===== config.mk =====
export PLATFORM = sky130hd
export DESIGN_NAME = sram_mem_controller_flat
export DESIGN_NICKNAME = d
export VERILOG_FILES = /design/src/rtl/sram_mem_controller_pkg.sv /design/src/rtl/sram_mem_controller_if.sv /design/src/rtl/sram_mem_controller_wait_counter.sv /design/src/rtl/sram_mem_controller.sv /design/src/flat_wrapper.sv
export SDC_FILE = /design/constraint.sdc
export NUM_CORES = 1
export LEC_CHECK = 0
export BUFFER_PORTS_ARGS = -buffer_cell sky130_fd_sc_hd__buf_4
export CORE_MARGIN = 5
export CORE_UTILIZATION = 25
export CTS_BUF_LIST = sky130_fd_sc_hd__clkbuf_4 sky130_fd_sc_hd__clkbuf_8
export CTS_CLUSTER_DIAMETER = 80
export DETAILED_ROUTE_END_ITERATION = 8
export HOLD_SLACK_MARGIN = 0.05
export PLACE_DENSITY = 0.51
export SLEW_MARGIN = 20
export SYNTH_ARGS = -nofsm -noshare
export SYNTH_HDL_FRONTEND = slang
export SYNTH_SLANG_ARGS = --single-unit
export TNS_END_PERCENT = 30

===== constraint.sdc =====
create_clock -name clk -period 5.25 [get_ports clk]
set_input_delay 0.525 -clock clk [delete_from_list [all_inputs] [get_ports clk]]
set_output_delay 0.525 -clock clk [all_outputs]
set_load 0.02 [all_outputs]

===== src/rtl/sram_mem_controller_pkg.sv =====
// sram_mem_controller_pkg: shared state encoding, defaults and address helper
package sram_mem_controller_pkg;
  typedef enum logic [1:0] {IDLE = 2'd0, LOW = 2'd1, HIGH = 2'd2, DONE = 2'd3} state_t;
  localparam logic [31:0] BASE_ADDR_DEF = 32'd1024;
  localparam int CNT_W = 4;
  function automatic logic [31:0] word_off(input logic [31:0] a, input logic [31:0] base);
    return (a - base) >> 2;
  endfunction
endpackage


===== src/rtl/sram_mem_controller_if.sv =====
// sram_mem_controller_if: MEM-stage request bus plus SRAM pin bundle
interface sram_mem_controller_if #(parameter int SRAM_AW = 18);
  logic rd_en;
  logic wr_en;
  logic [31:0] addr;
  logic [31:0] wr_data;
  logic [31:0] rd_data;
  logic ready;
  logic [SRAM_AW-1:0] sram_addr;
  logic [15:0] sram_dq_out;
  logic [15:0] sram_dq_in;
  logic sram_dq_oe;
  logic sram_we_n;
  modport slave (
    input rd_en, wr_en, addr, wr_data, sram_dq_in,
    output rd_data, ready, sram_addr, sram_dq_out, sram_dq_oe, sram_we_n
  );
  modport master (
    output rd_en, wr_en, addr, wr_data, sram_dq_in,
    input rd_data, ready, sram_addr, sram_dq_out, sram_dq_oe, sram_we_n
  );
endinterface


===== src/rtl/sram_mem_controller_wait_counter.sv =====
// sram_wait_counter: per-half-word wait-state counter with terminal flag
module sram_wait_counter
  import sram_mem_controller_pkg::*;
#(
  parameter int WAIT_CYCLES = 3
) (
  input  logic             clk,
  input  logic             rst,
  input  logic             clr,
  output logic [CNT_W-1:0] cnt,
  output logic             last
);
  always_ff @(posedge clk or negedge rst)
    if (!rst) cnt <= '0;
    else cnt <= clr ? '0 : cnt + 1'b1;
  assign last = cnt == CNT_W'(WAIT_CYCLES - 1);
endmodule


===== src/rtl/sram_mem_controller.sv =====
// sram_mem_controller: sequences 32-bit loads/stores as two 16-bit async SRAM accesses
module sram_mem_controller
  import sram_mem_controller_pkg::*;
#(
  parameter logic [31:0] BASE_ADDR   = BASE_ADDR_DEF,
  parameter int          SRAM_AW     = 18,
  parameter int          WAIT_CYCLES = 3
) (
  input logic clk,
  input logic rst,
  sram_mem_controller_if.slave bus
);
  state_t state, state_nx;
  logic [CNT_W-1:0] cnt;
  logic last, hold, busy, req;
  logic is_write, is_write_nx, oe_nx, we_n_nx;
  logic [15:0] wr_hi, wr_hi_nx, dq_nx;
  logic [31:0] rd_nx;
  logic [SRAM_AW-1:0] addr_nx, lo_addr;
  assign req = bus.rd_en | bus.wr_en;
  assign busy = state == LOW || state == HIGH;
  assign hold = cnt == CNT_W'(WAIT_CYCLES - 2);
  assign lo_addr = {(SRAM_AW-1)'(word_off(bus.addr, BASE_ADDR)), 1'b0};
  assign bus.ready = (state == IDLE && !req) || state == DONE;
  sram_wait_counter #(.WAIT_CYCLES(WAIT_CYCLES)) u_cnt (
    .clk(clk),
    .rst(rst),
    .clr(!busy || last),
    .cnt(cnt),
    .last(last)
  );
  always_ff @(posedge clk or negedge rst)
    if (!rst) state <= IDLE;
    else state <= state_nx;
  // DONE always returns to IDLE so a request still held from the finished instruction is not re-issued
  always_comb
    state_nx = state == IDLE ? (req ? LOW : IDLE) :
               state == LOW  ? (last ? HIGH : LOW) :
               state == HIGH ? (last ? DONE : HIGH) : IDLE;
  always_comb begin
    addr_nx = bus.sram_addr;
    dq_nx = bus.sram_dq_out;
    oe_nx = bus.sram_dq_oe;
    we_n_nx = bus.sram_we_n;
    rd_nx = bus.rd_data;
    is_write_nx = is_write;
    wr_hi_nx = wr_hi;
    if (state == IDLE && req) begin
      is_write_nx = bus.wr_en;
      wr_hi_nx = bus.wr_data[31:16];
      addr_nx = lo_addr;
      dq_nx = bus.wr_data[15:0];
      oe_nx = bus.wr_en;
      we_n_nx = !bus.wr_en;
    end else if (busy && last && state == LOW) begin
      rd_nx[15:0] = is_write ? bus.rd_data[15:0] : bus.sram_dq_in;
      addr_nx[0] = 1'b1;
      dq_nx = wr_hi;
      we_n_nx = !is_write;
    end else if (busy && last) begin
      rd_nx[31:16] = is_write ? bus.rd_data[31:16] : bus.sram_dq_in;
      oe_nx = 1'b0;
      we_n_nx = 1'b1;
    end else if (busy && hold) begin
      we_n_nx = 1'b1;
    end
  end
  // strobe rises one cycle before address/data move, giving a write-hold cycle
  always_ff @(posedge clk or negedge rst)
    if (!rst) begin
      bus.sram_addr <= '0;
      bus.sram_dq_out <= '0;
      bus.sram_dq_oe <= 1'b0;
      bus.sram_we_n <= 1'b1;
      bus.rd_data <= '0;
      is_write <= 1'b0;
      wr_hi <= '0;
    end else begin
      bus.sram_addr <= addr_nx;
      bus.sram_dq_out <= dq_nx;
      bus.sram_dq_oe <= oe_nx;
      bus.sram_we_n <= we_n_nx;
      bus.rd_data <= rd_nx;
      is_write <= is_write_nx;
      wr_hi <= wr_hi_nx;
    end
endmodule

===== src/flat_wrapper.sv =====
// flat-port wrapper written by rule: the top's interface ports become plain ports
module sram_mem_controller_flat import sram_mem_controller_pkg::*;
#(
  parameter logic [31:0] BASE_ADDR   = BASE_ADDR_DEF,
  parameter int          SRAM_AW     = 18,
  parameter int          WAIT_CYCLES = 3
)
  (clk, rst, bus_rd_en, bus_wr_en, bus_addr, bus_wr_data, bus_sram_dq_in, bus_rd_data, bus_ready, bus_sram_addr, bus_sram_dq_out, bus_sram_dq_oe, bus_sram_we_n);
  sram_mem_controller_if #(.SRAM_AW(SRAM_AW)) bus_i ();
  input logic clk;
  input logic rst;
  input wire logic [$bits(bus_i.rd_en)-1:0] bus_rd_en;
  input wire logic [$bits(bus_i.wr_en)-1:0] bus_wr_en;
  input wire logic [$bits(bus_i.addr)-1:0] bus_addr;
  input wire logic [$bits(bus_i.wr_data)-1:0] bus_wr_data;
  input wire logic [$bits(bus_i.sram_dq_in)-1:0] bus_sram_dq_in;
  output wire logic [$bits(bus_i.rd_data)-1:0] bus_rd_data;
  output wire logic [$bits(bus_i.ready)-1:0] bus_ready;
  output wire logic [$bits(bus_i.sram_addr)-1:0] bus_sram_addr;
  output wire logic [$bits(bus_i.sram_dq_out)-1:0] bus_sram_dq_out;
  output wire logic [$bits(bus_i.sram_dq_oe)-1:0] bus_sram_dq_oe;
  output wire logic [$bits(bus_i.sram_we_n)-1:0] bus_sram_we_n;
  assign bus_i.rd_en = bus_rd_en;
  assign bus_i.wr_en = bus_wr_en;
  assign bus_i.addr = bus_addr;
  assign bus_i.wr_data = bus_wr_data;
  assign bus_i.sram_dq_in = bus_sram_dq_in;
  assign bus_rd_data = bus_i.rd_data;
  assign bus_ready = bus_i.ready;
  assign bus_sram_addr = bus_i.sram_addr;
  assign bus_sram_dq_out = bus_i.sram_dq_out;
  assign bus_sram_dq_oe = bus_i.sram_dq_oe;
  assign bus_sram_we_n = bus_i.sram_we_n;
  sram_mem_controller #(.BASE_ADDR(BASE_ADDR), .SRAM_AW(SRAM_AW), .WAIT_CYCLES(WAIT_CYCLES)) u_core (.clk(clk), .rst(rst), .bus(bus_i));
endmodule

==> results of run 1 <==
==> synth_stat cells (all sizes together) <==
master / instances / area share (%)
or2: 1 / 0.16
ha: 8 / 2.6
a311o: 1 / 0.26
nor2b: 1 / 0.16
nor2: 14 / 1.4
or3: 3 / 0.49
a21o: 1 / 0.20
a22o: 1 / 0.23
inv: 7 / 0.68
nor3b: 2 / 0.39
clkbuf: 9 / 0.88
buf: 7 / 1.1
a32o: 1 / 0.26
or4: 3 / 0.58
mux2: 32 / 9.4
or3b: 2 / 0.52
xnor2: 4 / 0.91
and2: 1 / 0.16
dfstp: 1 / 0.68
nand3: 2 / 0.26
a31oi: 5 / 0.81
mux2i: 17 / 4.4
and4bb: 1 / 0.32
dfrtp: 90 / 58
nand2b: 1 / 0.16
nor4: 2 / 1.1
o21a: 1 / 0.20
o2bb2ai: 1 / 0.23
o31ai: 3 / 0.58
nand2: 94 / 9.2
a21oi: 1 / 0.13
o21ai: 24 / 3.1
==> registers in the layout, indices dropped and copies added (netlist names) <==
signal / count
u_core.wr_hi: 16
u_core.bus.rd_data: 32
u_core.u_cnt.cnt: 4
u_core.is_write: 1
u_core.bus.sram_dq_out: 16
u_core.state: 2
u_core.bus.sram_addr: 18
u_core.bus.sram_we_n: 1
u_core.bus.sram_dq_oe: 1
==> cell usage in the layout (no fill, tap or decap), types with 2 or more instances in the layout <==
cell,count
clkinvlp_4,2
inv_6,2
or4_1,3
nand3_1,2
mux2_2,32
nor4_4,2
mux2i_1,17
clkbuf_8,9
nand2_1,94
a31oi_1,5
nor3b_1,2
ha_1,8
dfrtp_1,90
xnor2_1,4
nor2_1,14
o31ai_1,3
or3_1,3
buf_4,140
o21ai_0,23
inv_1,7
==> cells by family (layout without fill, tap and decap cells) <==
family | after synthesis | count (layout) | share of synthesized area, %
mux | 49 | 49 | 13.8
compound gates | 39 | 39 | 6.01
fa+ha+maj | 8 | 8 | 2.60
flops | 91 | 91 | 59.2
buf+inv | 23 | 164 | 2.70
xor+xnor | 4 | 4 | 0.910
simple gates | 127 | 127 | 14.8
==> worst max path at each step <==
stage / start / cells past startpoint / slack (ns) / to
finish: u_core.state[0] / 6 / 2.82 / u_core.bus.rd_data[21]
global route: u_core.state[1] / 6 / 2.66 / u_core.bus.rd_data[24]
CTS: u_core.state[0] / 5 / 2.50 / u_core.bus.rd_data[10]
detailed placement: u_core.state[0] / 5 / 2.51 / u_core.bus.rd_data[15]
global placement: bus_wr_en / 4 / 2.53 / u_core.bus.rd_data[29]
floorplan: u_core.state[0] / 8 / 3.16 / u_core.bus.rd_data[16]
==> stage by stage <==
| stage | std cells | hold WS, ns | util [%] |
|---|---|---|---|
| 3_5_place_dp | 652 | 0.462 | 33.4 |
| 5_1_grt | 670 | 0.110 | 34.9 |
| 6_report | 670 | 0.101 | 34.9 |
| 2_1_floorplan | 341 | 0.229 | - |
| 3_3_place_gp | 652 | 0.458 | 33.4 |
| 4_1_cts | 668 | 0.103 | 34.8 |
==> power breakdown <==
part	switching, W	leakage, nW	total (W)	internal, W
clock network	0.000260	0.0962	0.000483	0.000223
logic	0.000833	1.31	0.00148	0.000649
registers	0.000202	1.09	0.00125	0.00105
total	0.00129	2.50	0.00321	0.00192
==> critical path, stage by stage, from the launching register on <==
cell and delay [ns]:
dfrtp_1 0.38, inv_1 0.07, ha_1 0.31, o21a_2 0.37, nor4_4 0.53, buf_4 0.30
mux2_2 0.36
==> final cells by class <==
cell class	count	area, µm²	area share, %
Timing Repair Buffer	141	1060	20.1
Tap cell	188	235	4.45
Inverter	7	26.3	0.497
Clock inverter	7	76.3	1.44
Clock buffer	9	124	2.34
Sequential cell	91	2280	43.1
Multi-Input combinational cell	227	1480	28.0
==> layer usage <==
metal | vias to the layer above | wire (µm) | GRT usage, %
met1 | 1402 | 4430 | 13.9
met5 | - | 0 | 0
met3 | 12 | 937 | 5.25
li1 | 1419 | - | -
met2 | 110 | 4390 | 16.9
met4 | 0 | 149 | 3.73
==> metrics.md, run 1 <==
| Metric | Value |
|---|---|
| Worst-path fanout max | 32 |
| Yosys reg bits | 91 |
| Maxcap violations | 0 |
| Placed inst area | 0.00506 mm² |
| Critical R2R Launch | u_core.state[0] |
| Hold Buf Count CTS | 0 |
| Core Footprint | 0.0151 mm² |
| Vias/cell | 4.39 |
| Post-CTS setup buffers | 0 |
| IO Pins | 153 |
| Setup ws final | 2.82 ns |
| Initial Utilization | 25.4% |
| Clock sink count | 91 |
| Post-Syn Area | 0.00385 mm² |
| Vias in the first global route | 3,036 |
| Worst setup SP type | register |
| Worst Hold Class | input pin to async pin |
| Period minus WS final | 2.43 ns |
| H-tree levels | 3 |
| Synth Area per Inst | 11.3 µm² |
| First-pass GRT wire length | 15,900 µm |
| Port-buffer cells | 137 |
| RSZ-0062 raised after global routing | no |
| # DRC | 0 |
| Die height | 134 µm |
| Critical path capture point type | register |
| R2R cell count | 6 |
| Clock transition at path regs | 0.09 ns |
| Critical path data required time | 5.50 ns |
| Iter 0 DRT Violations | 99 |
| Post-Syn Nets | 433 |
| Total Power | 0.00321 W |
| Unique cell type count in the Yosys netlist | 36 |
| Detail Route Antenna Nets | 0 |
| Fill cell count | 1,548 |
| Synth warnings | 0 |
| CTS Root Cell | clkbuf_8 |
| Largest net degree at the start of global routing | 56 |
| Ratio of cells with drive above 1 in the final layout | 41.1% |
| Total Nets Final | 569 |
| DP HPWL | 7110 µm |
| Post-Syn Instances | 341 |
| Rows | 45 |
| All-Layer GR Usage | 11.1% |
| Outcome | completed |
| Final WL | 9910 µm |
| Initial antenna violation count | 0 |
| CP arrival | 2.68 ns |
| Worst-margin pin slew | 0.932 ns |
| PostCTS Resize Cnt | 0 |
| Dpl ws | 2.51 ns |
| Overflow left after global routing | 0 |
| Fin. max-slew vios | 0 |
| Leakage power | 2.50 nW |
| Final instance area | 0.00528 mm² |
| CTS buffer count | 9 |
| Area Overhead vs Synth | 37.2% |
| Crit Path Class | register to register |
| Clk_lat worst skew | 0.36 ns |
| DR WL/cell | 14.8 µm |
| DIE AREA | 0.0180 mm² |
| TNS Setup | 0 ns |
| Longest Clk Path Bufs | 2 |
| RePlAce Congestion | 0.725 |
| Seq/Total Area, Yosys | 59.2% |
| Setup slack, reg-to-reg | 2.82 ns |
| Die X | 134 µm |
| Final hold violation count | 0 |
| PD cells | 608 mW/mm² |
| Peak supply drop | 255 µV |
| Vias | 2,943 |
| Finish-stage setup viols | 0 |
| Fmax | 412 MHz |
| Final period util | 46.3% |
| CTS tree | built |
| Diodes inserted | 0 |
| Setup Skew | 0.00614 ns |
| R2r endpoint | u_core.bus.rd_data[21] |
| Slew margin rel. | 37.6% |
| First drt pass iteration count | 4 |
(Power assumes the default switching activity.)
==> run 2: changes to the inputs <==
--- a/config.mk
+++ b/config.mk
@@ -12,7 +12,7 @@
 export CTS_CLUSTER_DIAMETER = 80
 export DETAILED_ROUTE_END_ITERATION = 8
 export HOLD_SLACK_MARGIN = 0.05
-export PLACE_DENSITY = 0.51
+export PLACE_DENSITY = 0.52
 export SLEW_MARGIN = 20
 export SYNTH_ARGS = -nofsm -noshare
 export SYNTH_HDL_FRONTEND = slang
==> constraint.sdc (replaced) <==
create_clock -name clk -period 2.05 [get_ports clk]
set_input_delay 0.205 -clock clk [delete_from_list [all_inputs] [get_ports clk]]
set_output_delay 0.205 -clock clk [all_outputs]
set_load 0.02 [all_outputs]
==> run 2 against run 1 <==
Design area is 10% higher. Routed wire length is 3.6% higher. First-iteration DRC count decreased by 16%. Clock power grew to 2.6 times the previous value. Sequential power grew to 2.5 times the previous value. Cell count is 7.5% higher. Total power rose to 2.6 times the previous value. Hold slack got worse by 0.013 ns. Via count increased by 5.5%. Critical path depth grew 1. Count of clock-buffer cells in the layout increased by 3. Largest power group unchanged.
==> metrics.md, run 2 (same netlist as run 1, synthesis figures left out) <==
| Metric | Value |
|---|---|
| Fmax | 511 MHz |
| Most common cell after layout, fill and taps aside | buf_4 |
| DP HPWL | 7200 µm |
| All-Layer GR Usage | 11.4% |
| Vias in the first global route | 3,280 |
| Clk_lat worst skew | 0.36 ns |
| Critical path capture point type | register |
| Longest Clk Path Bufs | 2 |
| Finish-stage setup viols | 0 |
| Most frequent cells in the layout | buf_4, nand2_1, dfrtp_1 |
| PD cells | 1440 mW/mm² |
| Max FFs per register | 32 |
| Rows | 45 |
| Final WL | 10,300 µm |
| Worst-path fanout max | 4 |
| Die X | 134 µm |
| Leakage power | 2.73 nW |
| Slew margin rel. | 50.6% |
| Vias | 3,106 |
| Finished Layout Cells | 720 |
| Largest net degree at the start of global routing | 44 |
| Crit Path Class | input pin to register |
| Final hold violation count | 0 |
| Initial antenna violation count | 0 |
| Clock sink count | 91 |
| Overflow left after global routing | 0 |
| Total Nets Final | 619 |
| Period minus WS final | 1.96 ns |
| DIE AREA | 0.0180 mm² |
| RePlAce Congestion | 0.743 |
| Max incr delay on CP | 0.53 ns |
| Maxcap violations | 0 |
| Slowest cell on crit path | dlygate4sd3_1 |
| First drt pass iteration count | 4 |
| Worst-margin pin slew | 0.741 ns |
| Die height | 134 µm |
| Area Overhead vs Synth | 51.2% |
| Biggest regs | u_core.bus.rd_data: 32 flops, u_core.bus.sram_addr: 18 flops |
| Port-buffer cells | 137 |
| CP arrival | 2.23 ns |
| IO Pins | 153 |
| CTS tree | built |
| Iter 0 DRT Violations | 83 |
| Crit path cell chain | dlygate4sd3_1 > buf_4 > inv_1 > ha_1 > or3b_2 > or4_1 > a31oi_1 |
| Ratio of cells with drive above 1 in the final layout | 38.3% |
| Clock transition at path regs | 0.09 ns |
| Total Power | 0.00841 W |
| First-pass GRT wire length | 16,400 µm |
| Peak supply drop | 478 µV |
| RSZ-0062 raised after global routing | no |
| Initial Utilization | 25.4% |
| Vias/cell | 4.31 |
| Placed Cells | 660 |
| Critical path data required time | 2.32 ns |
| Detail Route Antenna Nets | 0 |
| CTS buffer count | 9 |
| Final period util | 95.4% |
| # DRC | 0 |
| Largest Register | u_core.bus.rd_data |
| H-tree levels | 3 |
| Final core utilization | 38.4% |
| DR WL/cell | 14.3 µm |
| Setup Skew | 0.00993 ns |
| Worst Hold Class | input pin to register |
| Outcome | completed |
| Worst setup SP type | input pin |
| Diodes inserted | 0 |
| Fin. max-slew vios | 0 |
| CTS Root Cell | clkbuf_8 |
| Core Footprint | 0.0151 mm² |
run 2: worst max-delay path: cells and delay by family:
kind / cells / cell delay [ns]
buffers and inverters: 3 / 0.73
adder cells (fa/ha/maj): 1 / 0.19
AO/OA/AOI/OAI: 1 / 0.18
AND/OR/NAND/NOR: 2 / 0.91
run 2: path summary, 6_finish.rpt:
path,startpoint,endpoint,slack [ns],cells after the start
max in group asynchronous,rst,u_core.bus.rd_data[17],1.01,3
min,bus_sram_dq_in[12],u_core.bus.rd_data[12],0.09,2
max reg2reg,u_core.u_cnt.cnt[0],u_core.bus.rd_data[0],0.14,6
min reg2reg,u_core.wr_hi[7],u_core.wr_hi[7],0.48,2
min in group asynchronous,rst,u_core.bus.rd_data[20],0.39,2
max,bus_addr[10],u_core.bus.sram_addr[15],0.09,7
run 2: power by group:
group / switching, W / total [W] / internal (W)
Sequential: 0.000506 / 0.00318 / 0.00268
Combinational: 0.00217 / 0.00397 / 0.00180
Clock: 0.000632 / 0.00125 / 0.000623
run 2: layout make-up:
class / count / area, µm²
fillers: 1471 / 9320
flip-flops and latches: 91 / 2280
repair buffers: 191 / 1610
multi-input cells: 227 / 1470
well taps: 188 / 235
clock buffers: 12 / 153
clock inverters: 4 / 50.0
inverters: 7 / 26.3
run 2: layer usage:
layer	wire length (µm)	vias to the layer above	track usage [%]
met2	4690	100	18.4
met3	744	13	3.64
li1	-	1507	-
met5	0	-	0
met4	185	0	4.86
met1	4650	1486	14.2
run 2: stage by stage:
| step | setup TNS [ns] | cell area (µm²) | hold WS, ns | worst slack [ns] |
|---|---|---|---|---|
| 5_1_grt | 0 | 5820 | 0.0549 | 0.0389 |
| 2_1_floorplan | -0.407 | 3850 | -0.0906 | -0.0306 |
| 3_3_place_gp | 0 | 5180 | 0.240 | 0.0988 |
| 3_5_place_dp | 0 | 5180 | 0.241 | 0.0647 |
| 4_1_cts | 0 | 5820 | 0.0522 | 0.0443 |
| 6_report | 0 | 5820 | 0.0877 | 0.0941 |
run 2: repair_timing:
item	CTS	global route
resized for setup	0	0
buffers inserted	0	0
hold endpoints to repair	83	0
hold buffers	44	0
endpoints found under the setup margin	0	16
